## src/rtl/flash_arb_pkg.sv

```systemverilog
// flash_arb_pkg
//   Shared types and default widths for the flash port arbiter slice.
//   arb_state_t : arbiter transaction phase (IDLE, ISSUE, WAIT_RESP)
//   arb_owner_t : requester that owns the outstanding flash read
package flash_arb_pkg;

    localparam int unsigned DEF_ADDR_WIDTH      = 24;
    localparam int unsigned DEF_DATA_WIDTH      = 64;
    localparam int unsigned DEF_MAX_DATA_STREAK = 4;
    // Wide enough for the largest legal streak limit (15).
    localparam int unsigned STREAK_WIDTH        = 4;

    typedef enum logic [1:0] {
        IDLE,
        ISSUE,
        WAIT_RESP
    } arb_state_t;

    typedef enum logic {
        OWNER_FETCH,
        OWNER_DATA
    } arb_owner_t;

endpackage

```

## src/rtl/flash_arb_priority.sv

```systemverilog
// flash_arb_priority
//   Pure combinational grant and streak logic. Loads win unless a fetch is
//   eligible and the data streak has hit MAX_DATA_STREAK.
//   Ports:
//     fetch_req     : fetch unit has a request pending
//     data_req      : load unit has a request pending
//     fetch_blocked : fetch is being flushed this cycle and may not win
//     streak        : consecutive data grants while fetch was waiting
//     grant_fetch   : fetch wins this cycle
//     grant_data    : load wins this cycle
//     streak_next   : streak value to store if a grant is taken
module flash_arb_priority
    import flash_arb_pkg::*;
#(
    parameter int unsigned MAX_DATA_STREAK = DEF_MAX_DATA_STREAK
) (
    input  logic                    fetch_req,
    input  logic                    data_req,
    input  logic                    fetch_blocked,
    input  logic [STREAK_WIDTH-1:0] streak,
    output logic                    grant_fetch,
    output logic                    grant_data,
    output logic [STREAK_WIDTH-1:0] streak_next
);

    logic fetch_eligible;
    logic streak_full;

    always_comb begin
        fetch_eligible = fetch_req && !fetch_blocked;
        streak_full    = (streak == STREAK_WIDTH'(MAX_DATA_STREAK));
        // A starving fetch only overrides a load when it can actually win,
        // otherwise the cycle would be wasted with no grant at all.
        grant_data     = data_req && !(fetch_eligible && streak_full);
        grant_fetch    = fetch_eligible && !grant_data;

        streak_next = streak;
        if (grant_fetch) begin
            streak_next = '0;
        end else if (grant_data) begin
            if (!fetch_req) begin
                streak_next = '0;
            end else if (!streak_full) begin
                streak_next = streak + STREAK_WIDTH'(1);
            end
        end
    end

endmodule

```

## src/rtl/flash_port_arbiter.sv

```systemverilog
// flash_port_arbiter
//   Shares the single QSPI flash read port between instruction fetch and
//   loads, one transaction outstanding at a time. Fetch flushes cancel an
//   unissued fetch read or drop the stale response of an issued one.
//   Optional macro FLASH_ARB_STATS_EN adds saturating grant/drop counters.
//   Ports:
//     clk, rst                      : clock, async active-high reset
//     fetch_req_* / fetch_flush     : fetch request channel and redirect
//     fetch_resp_*                  : fetch read data (1-cycle pulse)
//     data_req_* / data_resp_*      : load request and response channels
//     flash_req_* / flash_resp_*    : flash controller read port
//     stat_* (FLASH_ARB_STATS_EN)   : fetch grants, data grants, fetch drops
module flash_port_arbiter
    import flash_arb_pkg::*;
#(
    parameter int unsigned ADDR_WIDTH      = DEF_ADDR_WIDTH,
    parameter int unsigned DATA_WIDTH      = DEF_DATA_WIDTH,
    parameter int unsigned MAX_DATA_STREAK = DEF_MAX_DATA_STREAK
) (
    input  logic                  clk,
    input  logic                  rst,
    input  logic                  fetch_req_valid,
    output logic                  fetch_req_ready,
    input  logic [ADDR_WIDTH-1:0] fetch_req_addr,
    input  logic                  fetch_flush,
    output logic                  fetch_resp_valid,
    output logic [DATA_WIDTH-1:0] fetch_resp_data,
    input  logic                  data_req_valid,
    output logic                  data_req_ready,
    input  logic [ADDR_WIDTH-1:0] data_req_addr,
    output logic                  data_resp_valid,
    output logic [DATA_WIDTH-1:0] data_resp_data,
    output logic                  flash_req_valid,
    input  logic                  flash_req_ready,
    output logic [ADDR_WIDTH-1:0] flash_req_addr,
    input  logic                  flash_resp_valid,
    input  logic [DATA_WIDTH-1:0] flash_resp_data
`ifdef FLASH_ARB_STATS_EN
    ,
    output logic [31:0]           stat_fetch_grants,
    output logic [31:0]           stat_data_grants,
    output logic [15:0]           stat_fetch_dropped
`endif
);

    arb_state_t              state_q, state_d;
    arb_owner_t              owner_q, owner_d;
    logic [STREAK_WIDTH-1:0] streak_q, streak_d, streak_next;
    logic                    drop_q, drop_d;
    logic [ADDR_WIDTH-1:0]   addr_q, addr_d;
    logic [DATA_WIDTH-1:0]   resp_data_q;
    logic                    fetch_resp_q, data_resp_q;
    logic                    resp_to_fetch, resp_to_data;
    logic                    grant_fetch, grant_data;
    logic                    fetch_flushing;

    flash_arb_priority #(
        .MAX_DATA_STREAK (MAX_DATA_STREAK)
    ) u_priority (
        .fetch_req     (fetch_req_valid),
        .data_req      (data_req_valid),
        .fetch_blocked (fetch_flush),
        .streak        (streak_q),
        .grant_fetch   (grant_fetch),
        .grant_data    (grant_data),
        .streak_next   (streak_next)
    );

    assign fetch_flushing = (owner_q == OWNER_FETCH) && fetch_flush;

    always_comb begin
        state_d         = state_q;
        owner_d         = owner_q;
        streak_d        = streak_q;
        drop_d          = drop_q;
        addr_d          = addr_q;
        fetch_req_ready = 1'b0;
        data_req_ready  = 1'b0;
        flash_req_valid = 1'b0;
        resp_to_fetch   = 1'b0;
        resp_to_data    = 1'b0;

        case (state_q)
            IDLE: begin
                drop_d = 1'b0;
                // Readies are combinational from the requests, so they are
                // gated while reset is held to keep every output at zero.
                if (!rst) begin
                    fetch_req_ready = grant_fetch;
                    data_req_ready  = grant_data;
                    streak_d        = streak_next;
                    if (grant_data) begin
                        owner_d = OWNER_DATA;
                        addr_d  = data_req_addr;
                        state_d = ISSUE;
                    end else if (grant_fetch) begin
                        owner_d = OWNER_FETCH;
                        addr_d  = fetch_req_addr;
                        state_d = ISSUE;
                    end
                end
            end
            ISSUE: begin
                // A flush withdraws the request in the same cycle so the
                // controller can never accept a stale fetch.
                if (fetch_flushing) begin
                    state_d = IDLE;
                end else begin
                    flash_req_valid = 1'b1;
                    if (flash_req_ready) begin
                        state_d = WAIT_RESP;
                    end
                end
            end
            WAIT_RESP: begin
                if (flash_resp_valid) begin
                    state_d = IDLE;
                    drop_d  = 1'b0;
                    if (owner_q == OWNER_DATA) begin
                        resp_to_data = 1'b1;
                    end else if (!drop_q && !fetch_flush) begin
                        resp_to_fetch = 1'b1;
                    end
                end else if (fetch_flushing) begin
                    drop_d = 1'b1;
                end
            end
            default: state_d = IDLE;
        endcase
    end

    always_ff @(posedge clk or posedge rst) begin
        if (rst) begin
            state_q      <= IDLE;
            owner_q      <= OWNER_FETCH;
            streak_q     <= '0;
            drop_q       <= 1'b0;
            addr_q       <= '0;
            resp_data_q  <= '0;
            fetch_resp_q <= 1'b0;
            data_resp_q  <= 1'b0;
        end else begin
            state_q      <= state_d;
            owner_q      <= owner_d;
            streak_q     <= streak_d;
            drop_q       <= drop_d;
            addr_q       <= addr_d;
            fetch_resp_q <= resp_to_fetch;
            data_resp_q  <= resp_to_data;
            if (flash_resp_valid && (state_q == WAIT_RESP)) begin
                resp_data_q <= flash_resp_data;
            end
        end
    end

    assign flash_req_addr   = addr_q;
    assign fetch_resp_valid = fetch_resp_q;
    assign data_resp_valid  = data_resp_q;
    assign fetch_resp_data  = resp_data_q;
    assign data_resp_data   = resp_data_q;

`ifdef FLASH_ARB_STATS_EN
    logic fetch_dropped;

    // Cancelled unissued fetches plus responses discarded after a flush.
    assign fetch_dropped = ((state_q == ISSUE) && fetch_flushing)
                        || ((state_q == WAIT_RESP) && flash_resp_valid
                            && (owner_q == OWNER_FETCH) && (drop_q || fetch_flush));

    always_ff @(posedge clk or posedge rst) begin
        if (rst) begin
            stat_fetch_grants  <= '0;
            stat_data_grants   <= '0;
            stat_fetch_dropped <= '0;
        end else begin
            if (fetch_req_ready && (stat_fetch_grants != '1)) begin
                stat_fetch_grants <= stat_fetch_grants + 32'd1;
            end
            if (data_req_ready && (stat_data_grants != '1)) begin
                stat_data_grants <= stat_data_grants + 32'd1;
            end
            if (fetch_dropped && (stat_fetch_dropped != '1)) begin
                stat_fetch_dropped <= stat_fetch_dropped + 16'd1;
            end
        end
    end
`endif

`ifndef SYNTHESIS
    a_resp_in_wait: assert property (@(posedge clk) disable iff (rst)
        !(flash_resp_valid && (state_q != WAIT_RESP)));
    a_one_ready: assert property (@(posedge clk) disable iff (rst)
        !(fetch_req_ready && data_req_ready));
`endif

endmodule

```

## config.mk

```make
export PLATFORM = sky130hd
export DESIGN_NAME = flash_port_arbiter
export DESIGN_NICKNAME = d
export VERILOG_FILES = /design/src/rtl/flash_arb_pkg.sv /design/src/rtl/flash_arb_priority.sv /design/src/rtl/flash_port_arbiter.sv
export SDC_FILE = /design/constraint.sdc
export NUM_CORES = 1
export LEC_CHECK = 0
export BUFFER_PORTS_ARGS = -buffer_cell sky130_fd_sc_hd__buf_2
export CORE_MARGIN = 2
export CORE_UTILIZATION = 45
export CTS_BUF_LIST = sky130_fd_sc_hd__clkbuf_4
export DETAILED_ROUTE_END_ITERATION = 10
export PLACE_DENSITY = 0.84
export SYNTH_ARGS = -nofsm -noshare
export SYNTH_HDL_FRONTEND = slang
export SYNTH_HIERARCHICAL = 1
export SYNTH_SLANG_ARGS = --single-unit
```

## constraint.sdc

```tcl
create_clock -name clk -period 5.51 [get_ports clk]
set_input_delay 0.2755 -clock clk [delete_from_list [all_inputs] [get_ports clk]]
set_output_delay 0.2755 -clock clk [all_outputs]
set_load 0.01 [all_outputs]
```

======== Word level (Yosys, flattened, before mapping) ========
Index checks and enable logic that the tools add are counted.
operators by class
  add/subtract/negate cells ............... 1
  equal/unequal tests ..................... 9
  mux-type cells .......................... 31
  bitwise gates (word level) .............. 2
  reduce and logical (&&, ||, !) cells .... 18
operator list
  cell                                                  count
  2-to-1 mux 24 bit                                     2
  2-to-1 mux 1 bit                                      17
  2-to-1 mux 4 bit                                      4
  2-to-1 mux 2 bit                                      6
  != test 3 bit (second input constant)                 4
  AND reduction 4 bit                                   2
  logical AND 1 bit                                     7
  one-hot mux 2 bit (3 select lines)                    1
  adder 4 x 1 -> 4 bit (second input constant)          1
  equality test 4 x 3 -> 1 bit (second input constant)  1
  zero test 1 bit                                       4
  != test 2 bit (second input constant)                 2
  nonzero test 2 bit                                    2
  AND reduction 3 bit                                   1
  equality test 2 x 1 -> 1 bit (second input constant)  1
  equality test 2 bit (second input constant)           1
  zero test 2 bit                                       1
  inverter 1 bit                                        2
  one-hot mux 1 bit (2 select lines)                    1
  AND reduction 2 bit                                   1
word-level totals
  flip-flop bits (word level) ............. 98
  input port bits ......................... 119
  output and inout bits ................... 157
  word-level logic and storage cells ...... 69

======== Longest topological paths before layout ========
Gate-level depths: netlist of the first run.
  word-level depth ........................ 11
  depth in mapped cells ................... 9
  depth with buffers taken out ............ 6

======== Cells and area by module ========
Netlist of the first run, hierarchy kept.
by module, submodules not included
  module              times used  cells an instance  area each (µm²)  seq. area each (µm²)
  flash_port_arbiter  1           310                4558.1           2452.4
  flash_arb_priority  1           29                 197.7            0.0

======== Worst setup path before layout of the first run ========
Ideal clock, no wire load.
  path kind ............................... register to register
  start ................................... register streak_q[0]
  end ..................................... register addr_q[10], in the netlist flash_req_addr[10]
  setup time .............................. 0.125 ns
  arrival time ............................ 1.975 ns
  required time ........................... 5.385 ns
  path slack .............................. 3.409 ns
  cell stages (with the launch flop) ...... 9
  path buffers ............................ 2
  period minus slack after synthesis ...... 2.101 ns
  path through ............................ dfrtp_1 inv_1 ha_1 nand3b_1 o21a_1 buf_4 clkbuf_1 mux2_2 mux2_4
between the ends
  word-level cells in the longest chain between the ends .. 8
  elaborated cells on any way between the ends .. 9
  classes of those cells .................. 1 x eq/ne; 1 x mux; 7 x reduce/logical
ends and longest elaborated chain
  item                                  RTL line                   source
  from (decl)                           flash_port_arbiter.sv:48   logic [STREAK_WIDTH-1:0] streak_q, streak_d, streak_next;
  from (signal assigned)                flash_port_arbiter.sv:145  streak_q <= streak_d;
  equality test 4 x 3 -> 1 bit (*)      flash_arb_priority.sv:31   streak_full = (streak == STREAK_WIDTH'(MAX_DATA_STREAK));
  logical AND 1 bit (*)                 flash_arb_priority.sv:34   grant_data = data_req && !(fetch_eligible && streak_full);
  zero test 1 bit (*)                   flash_arb_priority.sv:34
  logical AND 1 bit (*)                 flash_arb_priority.sv:34
  net grant_data                        flash_port_arbiter.sv:54   logic grant_fetch, grant_data;
  zero test 1 bit                       flash_arb_priority.sv:35   grant_fetch = fetch_eligible && !grant_data;
  logical AND 1 bit                     flash_arb_priority.sv:35
  nonzero test 2 bit (no source line)   n/a
  AND reduction 3 bit (no source line)  n/a
  to (signal assigned)                  flash_port_arbiter.sv:147  addr_q <= addr_d;
  to (decl)                             flash_port_arbiter.sv:50   logic [ADDR_WIDTH-1:0] addr_q, addr_d;
Mark *: on every way through the listed nets, which the timed path passes. The rest lies on a longest branch.
A chain may end at the register's enable or synchronous reset.

======== Final worst setup path of the first run ========
  start ................................... register streak_q[0]
  end ..................................... output port data_req_ready
between the ends
  word-level cells in the longest chain between the ends .. 6
ends and longest elaborated chain
  item                          RTL line                  source
  equality test 4 x 3 -> 1 bit  flash_arb_priority.sv:31
  logical AND 1 bit             flash_arb_priority.sv:34
  zero test 1 bit               flash_arb_priority.sv:34
  logical AND 1 bit             flash_arb_priority.sv:34
  net grant_data                flash_port_arbiter.sv:54
  2-to-1 mux 1 bit              flash_port_arbiter.sv:88  if (!rst) begin
  2-to-1 mux 1 bit              flash_port_arbiter.sv:83  case (state_q)
  to (decl)                     flash_port_arbiter.sv:29  output logic data_req_ready,
The timed path passes the listed nets, and every way through them passes these cells.

==> parameters.txt, run 1 <==
Parameter                              Value

Power
  Maximum ir drop on the vdd rail ... 0.266 mV
  Leakage power of the design ... 3.10 nW
  Final Power ... 3.12 mW
  Total power density per cell area ... 531 mW/mm2

Logic synthesis
  Total nets after synthesis ... 460
  Number of enable flip-flop cells after synthesis ... 0
  Number of synthesized register bits ... 98
  Synth Warn # ... 6
  Share of the synthesized area in the top cell type ... 51.6%
  Predominant post-synthesis flop cell ... sky130_fd_sc_hd__dfrtp_1
  Post-synthesis instance total ... 339
  Fraction of the yosys area taken by sequential cells ... 51.6%
  Mapped Area ... 0.00476 mm2
  Largest area contributor in the synthesized netlist ... sky130_fd_sc_hd__dfrtp_1
  Number of different library cells in the post-synthesis netlist ... 34
  Leading post-synthesis cells by cell area ... sky130_fd_sc_hd__dfrtp_1, sky130_fd_sc_hd__mux2_2, sky130_fd_sc_hd__buf_4, sky130_fd_sc_hd__mux2_4, sky130_fd_sc_hd__buf_12
  Proportion of register bits with asynchronous set or reset after synthesis ... 100%
  Post-synthesis area per instance ... 14.0 um2

Worst setup path
  Setup CP Type ... register to output port
  Arrival @ worst endpoint ... 2660 ps
  Longest individual stage delay on the worst path ... 880 ps
  Critical path startpoint category ... register
  Start of the worst register-to-register path ... streak_q[0]
  Worst R2R Path Depth ... 7
  Worst Path Required ... 5230 ps
  Startpoint of the most critical setup path ... streak_q[0]
  End point of the critical path ... data_req_ready
  Highest net fanout along the worst path ... 26
  Reg-to-reg critical path endpoint ... flash_req_addr[21]
  Register-to-register path setup slack ... 2600 ps
  Critical-path cell with the highest stage delay ... sky130_fd_sc_hd__o21a_1
  Critical path endpoint category ... output port
  Critical path, cell by cell ... inv_1 > ha_1 > nand3b_1 > o21a_1 > and2_2 > buf_2

Clock tree
  Buffer depth of the longest clock path ... 2
  TritonCTS clock tree ... done
  Clock sink count ... 98
  Clock latency on the worst-skew pair ... 430 ps
  Clock-pin slew reported for the worst setup and hold paths after clock tree synthesis ... 150 ps
  Buffers inserted by post-CTS timing repair ... 0
  H-tree Lvls ... 3
  Clock root cell ... sky130_fd_sc_hd__clkbuf_4
  Cts bufs inserted ... 9
  Number of cells upsized or downsized after cts ... 0

Placed design
  Global placement routability congestion ... 0.854
  Total half-perimeter wirelength after legalization and detailed placement ... 8020 um
  Setup slack at placement ... 2600 ps
  Placed Instances ... 675
  Port Buffers ... 275
  Placed inst area ... 0.00573 mm2

Outcome
  Status ... completed

STA
  Post-Route Hold Slack ... 56.5 ps
  Slew at the pin closest to its max-slew limit ... 1120 ps
  Count of endpoints failing hold in the final timing report ... 0
  Timing-limited maximum frequency ... 0.341 GHz
  Final setup violating endpoints ... 0
  Post-route worst setup slack ... 2580 ps
  Max transition margin ... 25.5%
  Time the final worst path needs with I/O delays and setup ... 2930 ps
  Final max-slew violation count ... 0
  RSZ-0062 raised after global routing ... no
  Sum of negative setup slack ... 0 ps
  Worst Skew ... 22.7 ps
  Fraction of the cycle the final worst path needs ... 53.2%

Final layout
  Layout overhead on the synthesized area ... 23.3%
  Layout cell share with drive strength beyond 1 ... 75.0%
  Utilization after layout ... 57.1%
  Final antenna diode count ... 0
  Final Cell Area ... 0.00586 mm2
  Post-layout nets ... 672
  Post-Layout Cell Count ... 691

Floorplan
  Number of rows in the core area ... 37
  Die X-Extent ... 107 um
  Die area ... 0.0114 mm2
  Starting utilization of the core area ... 46.3%
  Ports ... 276
  Die outline height ... 107 um
  Floorplan Core Area ... 0.0103 mm2

Route
  Via count ... 3,282
  Residual DRC count ... 0
  Length of the first detailed-routing pass in iterations ... 4
  Total length of routed wires ... 10,200 um
  Post-detailed-route wirelength per cell ... 14.8 um
  Via-per-instance ratio ... 4.75
  Iter 0 DRT Violations ... 113
  Final ANT Viol Nets ... 0

Global routing
  Number of antenna violations at the first check in global routing ... 0
  Global-route total usage across every layer ... 17.3%
  Via count of the first global-routing pass ... 3,202
  Aggregate global routing overflow ... 0
  Pin count of the biggest net entering global routing ... 67
  Global-route wire length before repair ... 15,400 um

Hold path
  Class of the most critical hold timing path ... input pin to register

Run
  Number of maximum-capacitance constraint violations ... 0
==> registers in the layout, summed over array words and instances, names as in the netlist <==
name	cells
data_resp_data	64
flash_req_addr	24
streak_q	4
state_q	2
data_resp_valid	1
drop_q	1
fetch_resp_valid	1
owner_q	1
==> what timing repair did <==
action | in CTS | in global routing
endpoints found under the setup margin | 0 | 0
hold endpoints to repair | 46 | 0
hold buffers | 1 | 0
==> placed cells by master, fill, tap and decap left out, drive strengths merged, types with 2 or more instances in the layout <==
cell / instances
nand3b: 3
nor2: 4
o21a: 2
a21oi: 2
ha: 2
clkbuf: 9
nand2b: 2
clkinv: 4
inv: 6
a21o: 2
buf: 278
and3b: 2
nand3: 3
nor2b: 2
o21ai: 2
dfrtp: 98
mux2: 116
nand2: 2
and2: 2
==> synthesized netlist by cell type (all sizes together) (3+ instances only) <==
master,number
nand3,3
dfrtp,98
inv,6
mux2,116
buf,76
nand3b,3
nor2,4
==> cells by family after synthesis <==
group | Yosys count | synth area share [%]
AO/OA/AOI/OAI | 15 | 2.58
adder cells (fa/ha/maj) | 2 | 0.526
buffers and inverters | 84 | 13.1
flip-flops | 98 | 51.6
multiplexers | 116 | 29.0
AND/OR/NAND/NOR | 24 | 3.29
==> power by group <==
part	switching (mW)	internal, mW
Sequential	0.244	1.06
Clock	0.220	0.133
Combinational	0.688	0.771
Total	1.15	1.96
==> worst min-delay path by stage <==
stage / endpoint / slack, ps / startpoint / depth (start not counted)
2_1_floorplan: fetch_resp_valid / 350 / fetch_flush / 1
3_3_place_gp: data_resp_valid / 390 / rst / 2
4_1_cts: data_resp_data[33] / 10 / flash_resp_data[33] / 2
6_report: data_resp_data[45] / 60 / flash_resp_data[45] / 2
3_5_place_dp: data_resp_valid / 410 / rst / 2
5_1_grt: data_resp_data[55] / 8 / flash_resp_data[55] / 2
==> worst max-delay path, delay by kind of cell, from the launching register on <==
kind,cells,cell delay (ps)
AOI/OAI and AO/OA,1,880
adders and majority gates,1,230
buffers and inverters,2,200
DFF,1,450
and+or+nand+nor,2,480
==> layer usage <==
metal / GRT usage, % / vias up / routed length [um]
li1: - / 1534 / -
met1: 20.1 / 1568 / 3930
met2: 31.4 / 166 / 5400
met3: 3.89 / 14 / 725
met4: 5.84 / 0 / 150
met5: 0 / - / 0
==> cell type report <==
class                           count  area (um2)
Multi-Input combinational cell    157        1680
Timing Repair Buffer              279        1410
Clock inverter                      6        58.8
Inverter                            6        25.0
Sequential cell                    98        2450
Tap cell                          136         170
Clock buffer                        9        67.6
Fill cell                         871        4410
No activity file was read; power rests on OpenSTA's default activity.
==> run 2, diff against run 1 <==
==> constraint.sdc (replaced) <==
create_clock -name clk -period 2.9 [get_ports clk]
set_input_delay 0.145 -clock clk [delete_from_list [all_inputs] [get_ports clk]]
set_output_delay 0.145 -clock clk [all_outputs]
set_load 0.01 [all_outputs]
==> run 2 against run 1 <==
The flow now finishes with violations (hold timing). Worst hold slack lost 85 ps. Die area is the same. Sequential power grew 92%. Clock skew shrank 1.5 ps. Sequential share of layout area shrank 4.3 points. Via count grew 9.6%. Power grew 97%. Clock power grew 100%. Non-clock buffer count grew 67. Register-to-register slack lost 1800 ps.
==> parameters.txt, run 2 (same netlist as run 1, synthesis figures left out) <==
Parameter                              Value

Outcome
  Status ... complete, but fails checks
  Violations in the final reports ... hold timing

Final layout
  Post-Layout Cell Count ... 759 (+9.8%)
  Utilization after layout ... 63.7% (+6.6 points)
  Number of flip-flops in the largest register ... 64 (unchanged)
  Post-layout nets ... 739 (+10%)
  Commonest non-fill, non-tap cells in the layout ... sky130_fd_sc_hd__buf_2, sky130_fd_sc_hd__dfrtp_1, sky130_fd_sc_hd__mux2_2
  Layout cell share with drive strength beyond 1 ... 67.2% (-7.8 points)
  Leading cell type in the layout, fill and taps excluded ... sky130_fd_sc_hd__buf_2
  Layout overhead on the synthesized area ... 37.6%

STA
  Worst Skew ... 21.2 ps (-1.52 ps)
  Time the final worst path needs with I/O delays and setup ... 2300 ps
  Final max-slew violation count ... 0 (unchanged)
  Final setup violating endpoints ... 0 (unchanged)
  Sum of negative setup slack ... 0 ps (unchanged)
  Count of endpoints failing hold in the final timing report ... 26 (+26)
  Post-Route Hold Slack ... -28.5 ps (-85.0 ps)
  Fraction of the cycle the final worst path needs ... 79.1%
  Timing-limited maximum frequency ... 0.436 GHz
  Slew at the pin closest to its max-slew limit ... 1090 ps (-30.1 ps)
  RSZ-0062 raised after global routing ... no
  Max transition margin ... 27.5% (+2.0 points)

Worst setup path
  Worst Path Required ... 2760 ps (-2470 ps)
  Critical path startpoint category ... register
  Highest net fanout along the worst path ... 25 (-3.8%)
  Arrival @ worst endpoint ... 2150 ps (-510 ps)
  Startpoint of the most critical setup path ... streak_q[0]
  Critical path endpoint category ... output port
  Setup CP Type ... register to output port
  Start of the worst register-to-register path ... streak_q[0]

Clock tree
  Clock sink count ... 98 (unchanged)
  Buffer depth of the longest clock path ... 2 (unchanged)
  Clock-pin slew reported for the worst setup and hold paths after clock tree synthesis ... 140 ps (about the same)
  H-tree Lvls ... 3 (unchanged)
  Cts bufs inserted ... 9 (unchanged)
  TritonCTS clock tree ... done
  Clock latency on the worst-skew pair ... 450 ps (+20 ps)
  Clock root cell ... sky130_fd_sc_hd__clkbuf_4

Placed design
  Total half-perimeter wirelength after legalization and detailed placement ... 8070 um (+0.58%)
  Global placement routability congestion ... 0.735 (-14%)
  Port Buffers ... 275 (unchanged)
  Placed Instances ... 676 (+0.15%)

Global routing
  Global-route wire length before repair ... 18,500 um (+20%)
  Global-route total usage across every layer ... 21.0% (+3.7 points)
  Via count of the first global-routing pass ... 3,776 (+18%)
  Aggregate global routing overflow ... 0 (unchanged)
  Number of antenna violations at the first check in global routing ... 1 (+1)
  Pin count of the biggest net entering global routing ... 91 (+36%)

Power
  Clock Power Share ... 11.8% (+0.5 points)
  Maximum ir drop on the vdd rail ... 0.481 mV (+80%)
  Net switching power figure ... 2.32 mW (+100%)
  Share of power burned in combinational logic ... 47.5% (+0.7 points)
  Total power density per cell area ... 936 mW/mm2 (+76%)
  Leakage power of the design ... 3.38 nW (+9.1%)
  Design internal power ... 3.80 mW (+94%)
  Proportion of power drawn by flip-flops and latches ... 40.7% (-1.1 points)
  Final Power ... 6.13 mW (+97%)
  Switching share of total power ... 37.9% (+0.96 points)

Route
  Iter 0 DRT Violations ... 141 (+25%)
  Via-per-instance ratio ... 4.74 (-0.25%)
  Total length of routed wires ... 12,200 um (+19%)
  Length of the first detailed-routing pass in iterations ... 4 (unchanged)
  Post-detailed-route wirelength per cell ... 16.0 um (+8.5%)
  Via count ... 3,596 (+9.6%)
  Residual DRC count ... 0 (unchanged)
  Final ANT Viol Nets ... 0 (unchanged)

Floorplan
  Starting utilization of the core area ... 46.3% (unchanged)
  Die area ... 0.0114 mm2 (unchanged)
  Die outline height ... 107 um (unchanged)
  Floorplan Core Area ... 0.0103 mm2 (unchanged)
  Ports ... 276 (unchanged)
  Die X-Extent ... 107 um (unchanged)
  Number of rows in the core area ... 37 (unchanged)

Hold path
  Class of the most critical hold timing path ... input pin to asynchronous set/reset pin

Run
  Number of maximum-capacitance constraint violations ... 0 (unchanged)
==> run 2: path summary, 6_finish.rpt <==
check / end / slack [ps] / cells after the start
setup / recovery: data_req_ready / 600 / 7
hold / removal: state_q[1] / -30 / 2
setup reg to reg: flash_req_addr[9] / 770 / 7
hold reg to reg: fetch_resp_valid / 480 / 1
max in group asynchronous: flash_req_addr[5] / 2210 / 3
min in group clk: flash_req_addr[3] / 30 / 3
==> run 2: stage by stage <==
step / area [um2] / setup slack [ps]
finish: 6540 / 605
floorplan: 4760 / 193
CTS: 6540 / 557
global placement: 5740 / 909
detailed placement: 5740 / 791
global route: 6540 / 440
==> run 2: layout make-up <==
cell class	count	area [um2]
sequential	98	2450
inverter	6	25.0
clock inverter	6	66.3
fill	791	3730
antenna	1	2.50
timing repair buffer	346	2080
tap	136	170
multi-input combinational	157	1680
clock buffer	9	67.6
==> run 2: critical path, cell delays in order (launching register included) <==
cell and delay (ps):
sky130_fd_sc_hd__dfrtp_1 450, sky130_fd_sc_hd__inv_1 70, sky130_fd_sc_hd__ha_1 230, sky130_fd_sc_hd__nand3b_1 150, sky130_fd_sc_hd__o21a_1 150, sky130_fd_sc_hd__buf_4 310, sky130_fd_sc_hd__and2_2 220, sky130_fd_sc_hd__buf_2 120
==> run 2: timing repair <==
action                                 CTS  global route
hold buffers                            67             0
setup buffers                            0             0
endpoints found under the hold margin   67             0
resized for setup                        0             0
==> run 2: layer usage <==
metal	part of all wire, %	track usage, %	vias up
met5	0	0	-
met4	1.6	8.72	0
met3	6.3	4.19	17
met2	55	40.5	172
met1	37	21.8	1741
li1	-	-	1666
==> run 2: power by group through the flow <==
stage                     sequential, mW  clock (mW)  combinational, mW
after floorplan                     2.75           0               1.84
after global placement              2.46           0               2.77
after detailed placement            2.50           0               2.83
after CTS                           2.48       0.739               2.90
after global routing                2.58       0.804               3.12
final                               2.50       0.722               2.91
==> run 3, diff against run 2 <==
--- a/config.mk
+++ b/config.mk
@@ -5,12 +5,14 @@
 export SDC_FILE = /design/constraint.sdc
 export NUM_CORES = 1
 export LEC_CHECK = 0
+export ABC_AREA = 1
 export BUFFER_PORTS_ARGS = -buffer_cell sky130_fd_sc_hd__buf_2
+export CORE_ASPECT_RATIO = 1.4
 export CORE_MARGIN = 2
 export CORE_UTILIZATION = 45
 export CTS_BUF_LIST = sky130_fd_sc_hd__clkbuf_4
 export DETAILED_ROUTE_END_ITERATION = 10
-export PLACE_DENSITY = 0.84
+export PLACE_DENSITY = 0.83
 export SYNTH_ARGS = -nofsm -noshare
 export SYNTH_HDL_FRONTEND = slang
 export SYNTH_HIERARCHICAL = 1
==> constraint.sdc (replaced) <==
create_clock -name clk -period 2.4 [get_ports clk]
set_input_delay 0.12 -clock clk [delete_from_list [all_inputs] [get_ports clk]]
set_output_delay 0.12 -clock clk [all_outputs]
set_load 0.01 [all_outputs]
==> run 3 against run 2 <==
Sequential share of layout area decreased by 3.5 points. Cell area increased by 10%. Largest power group unchanged. Area after synthesis increased by 4.9%. Largest cell class is now non-clock buffers. The run now ends clean. Power increased by 18%.
==> parameters.txt, run 3 <==
Parameter                              Value

Outcome
  Status ... completed

Floorplan
  Starting utilization of the core area ... 46.2% (-0.12 points)
  Die X-Extent ... 93.0 um (-13%)
  Die area ... 0.0120 mm2 (+4.8%)
  Number of rows in the core area ... 45 (+22%)
  Floorplan Core Area ... 0.0108 mm2 (+5.2%)
  Die outline height ... 129 um (+20%)
  Ports ... 276 (unchanged)

Logic synthesis
  Most common cell in the netlist ... sky130_fd_sc_hd__nand2_1
  Post-synthesis instance total ... 621 (+83%)
  Mapped Area ... 0.00499 mm2 (+4.9%)
  Largest area contributor in the synthesized netlist ... sky130_fd_sc_hd__dfrtp_1
  Fraction of the yosys area taken by sequential cells ... 49.1% (-2.4 points)
  Synth Warn # ... 6 (unchanged)
  Total nets after synthesis ... 742 (+61%)
  Number of different library cells in the post-synthesis netlist ... 25 (-26%)
  Share of the synthesized area in the top cell type ... 49.1% (-2.4 points)
  Post-synthesis area per instance ... 8.04 um2 (-43%)
  Post-synth top cells ... sky130_fd_sc_hd__nand2_1, sky130_fd_sc_hd__dfrtp_1, sky130_fd_sc_hd__nand3_1
  Number of synthesized register bits ... 98 (unchanged)
  Number of enable flip-flop cells after synthesis ... 0 (unchanged)
  Leading post-synthesis cells by cell area ... sky130_fd_sc_hd__dfrtp_1, sky130_fd_sc_hd__nand2_1, sky130_fd_sc_hd__buf_4, sky130_fd_sc_hd__nand3_1, sky130_fd_sc_hd__o21ai_0
  Predominant post-synthesis flop cell ... sky130_fd_sc_hd__dfrtp_1
  Proportion of register bits with asynchronous set or reset after synthesis ... 100% (unchanged)

STA
  Post-Route Hold Slack ... 50.9 ps (+79.4 ps)
  Max transition margin ... 56.2% (+29 points)
  Count of endpoints failing hold in the final timing report ... 0 (-100%)
  Slew at the pin closest to its max-slew limit ... 656 ps (-431 ps)
  Worst Skew ... 13.8 ps (-7.39 ps)
  Final setup violating endpoints ... 0 (unchanged)
  Timing-limited maximum frequency ... 0.441 GHz
  RSZ-0062 raised after global routing ... no
  Final max-slew violation count ... 0 (unchanged)
  Fraction of the cycle the final worst path needs ... 94.6%
  Time the final worst path needs with I/O delays and setup ... 2270 ps
  Sum of negative setup slack ... 0 ps (unchanged)

Route
  Residual DRC count ... 0 (unchanged)
  Via-per-instance ratio ... 5.06 (+6.8%)
  Iter 0 DRT Violations ... 317 (+120%)
  Final ANT Viol Nets ... 0 (unchanged)
  Total length of routed wires ... 16,800 um (+38%)
  Via count ... 5,458 (+52%)
  Post-detailed-route wirelength per cell ... 15.6 um (-2.7%)
  Length of the first detailed-routing pass in iterations ... 7 (+3)

Power
  Maximum ir drop on the vdd rail ... 0.578 mV (+20%)
  Leakage power of the design ... 4.20 nW (+24%)
  Total power density per cell area ... 1010 mW/mm2 (+7.5%)

Global routing
  Number of antenna violations at the first check in global routing ... 0 (-1)
  Pin count of the biggest net entering global routing ... 52 (-43%)
  Aggregate global routing overflow ... 0 (unchanged)
  Via count of the first global-routing pass ... 5,344 (+42%)
  Global-route total usage across every layer ... 27.0% (+6.1 points)
  Global-route wire length before repair ... 25,600 um (+39%)

Clock tree
  Clock latency on the worst-skew pair ... 440 ps (about the same)
  TritonCTS clock tree ... done
  Clock root cell ... sky130_fd_sc_hd__clkbuf_4
  H-tree Lvls ... 3 (unchanged)
  Clock sink count ... 98 (unchanged)
  Cts bufs inserted ... 9 (unchanged)
  Buffer depth of the longest clock path ... 2 (unchanged)
  Clock-pin slew reported for the worst setup and hold paths after clock tree synthesis ... 150 ps (about the same)

Placed design
  Total half-perimeter wirelength after legalization and detailed placement ... 9650 um (+20%)
  Port Buffers ... 275 (unchanged)
  Global placement routability congestion ... 0.817 (+11%)
  Placed inst area ... 0.00595 mm2 (+3.7%)

Final layout
  Layout cell share with drive strength beyond 1 ... 34.3% (-33 points)
  Number of flip-flops in the largest register ... 64 (unchanged)
  Post-layout nets ... 1,052 (+42%)
  Layout fillers ... 826 (+4.4%)
  Final Cell Area ... 0.00721 mm2 (+10%)
  Leading cell type in the layout, fill and taps excluded ... sky130_fd_sc_hd__buf_2
  Commonest non-fill, non-tap cells in the layout ... sky130_fd_sc_hd__buf_2, sky130_fd_sc_hd__nand2_1, sky130_fd_sc_hd__dlygate4sd3_1
  Layout overhead on the synthesized area ... 44.5%

Worst setup path
  Critical path endpoint category ... register
  Critical path startpoint category ... register
  Arrival @ worst endpoint ... 2610 ps (+460 ps)
  Setup CP Type ... register to register
  Worst Path Required ... 2740 ps (-20 ps)
  Highest net fanout along the worst path ... 50 (+100%)

Hold path
  Class of the most critical hold timing path ... input pin to register

Run
  Number of maximum-capacitance constraint violations ... 0 (unchanged)
[run 3: cell count changes in the layout (fill, tap and decap cells not counted), sizes merged, moves of 36 or more]
cell,before,now
o21ai,2,52
mux2,116,0
nand2,2,232
dlygate4sd3,67,107
inv,8,44
nand3,3,74
[run 3: worst paths after layout]
path	end	slack (ps)	startpoint	cells after the start
max	flash_req_addr[0]	130	streak_q[0]	13
min	flash_req_addr[2]	50	fetch_req_addr[2]	5
max reg2reg	flash_req_addr[0]	130	streak_q[0]	13
min reg2reg	flash_req_addr[5]	490	flash_req_addr[5]	2
max in group asynchronous	data_resp_data[18]	1290	rst	4
min in group asynchronous	streak_q[3]	170	rst	3
[run 3: power breakdown]
part	switching, mW	internal, mW	total [mW]
combinational	2.06	1.40	3.46
clock	0.553	0.335	0.888
sequential	0.556	2.35	2.91
[run 3: logic make-up after synthesis]
group / synth area share [%]
DFF: 49.1
adders and majority gates: 0.501
and+or+nand+nor: 27.3
AOI/OAI and AO/OA: 5.87
buffers and inverters: 17.1
xor gates and xnor gates: 0.176
[run 3: area by class of cell]
| type | instances | area (um2) | share of cell area (%) |
|---|---|---|---|
| clock buffers | 10 | 75.1 | 1.04 |
| flip-flops and latches | 98 | 2450 | 34.0 |
| clock inverters | 6 | 66.3 | 0.920 |
| well taps | 141 | 176 | 2.45 |
| repair buffers | 395 | 2560 | 35.5 |
| multi-input cells | 384 | 1710 | 23.8 |
| inverters | 43 | 164 | 2.27 |
| diodes | 2 | 5.00 | 0.0694 |
[run 3: metal layers]
layer | global-route usage (%) | up-vias | share of wire, %
li1 | - | 2498 | -
met1 | 29.6 | 2535 | 34
met5 | 0 | - | 0
met2 | 48.9 | 376 | 53
met3 | 6.67 | 49 | 9.7
met4 | 12.5 | 0 | 3.0
[run 3: through the flow]
step                instances  setup WS (ps)  power (mW)  util, %
floorplan                 621            251        5.19        -
global placement          951            596        5.96     55.0
detailed placement        951            517        6.05     55.0
CTS                      1074           12.9        7.09     66.2
global route             1077           11.0        7.76     66.6
finish                   1079            131        7.26     66.7
[run 3: worst max-delay path: stages (launching register included)]
cell and delay (ps):
sky130_fd_sc_hd__dfrtp_1 420, sky130_fd_sc_hd__inv_1 90, sky130_fd_sc_hd__ha_2 190, sky130_fd_sc_hd__nand2_2 70, sky130_fd_sc_hd__nor2_4 100, sky130_fd_sc_hd__nand2_2 70, sky130_fd_sc_hd__nand2_2 90, sky130_fd_sc_hd__inv_2 60
sky130_fd_sc_hd__buf_12 170, sky130_fd_sc_hd__nand2_1 100, sky130_fd_sc_hd__o21ai_0 90, sky130_fd_sc_hd__dlygate4sd3_1 580, sky130_fd_sc_hd__nand2_1 70, sky130_fd_sc_hd__nand2_1 50
[run 3: what timing repair did]
item                                   in CTS  in global routing
endpoints found under the hold margin     107                  0
buffers inserted                            0                  2
hold buffers                              107                  0
gates resized for setup                     0                  6
setup endpoints to repair                   0                 19
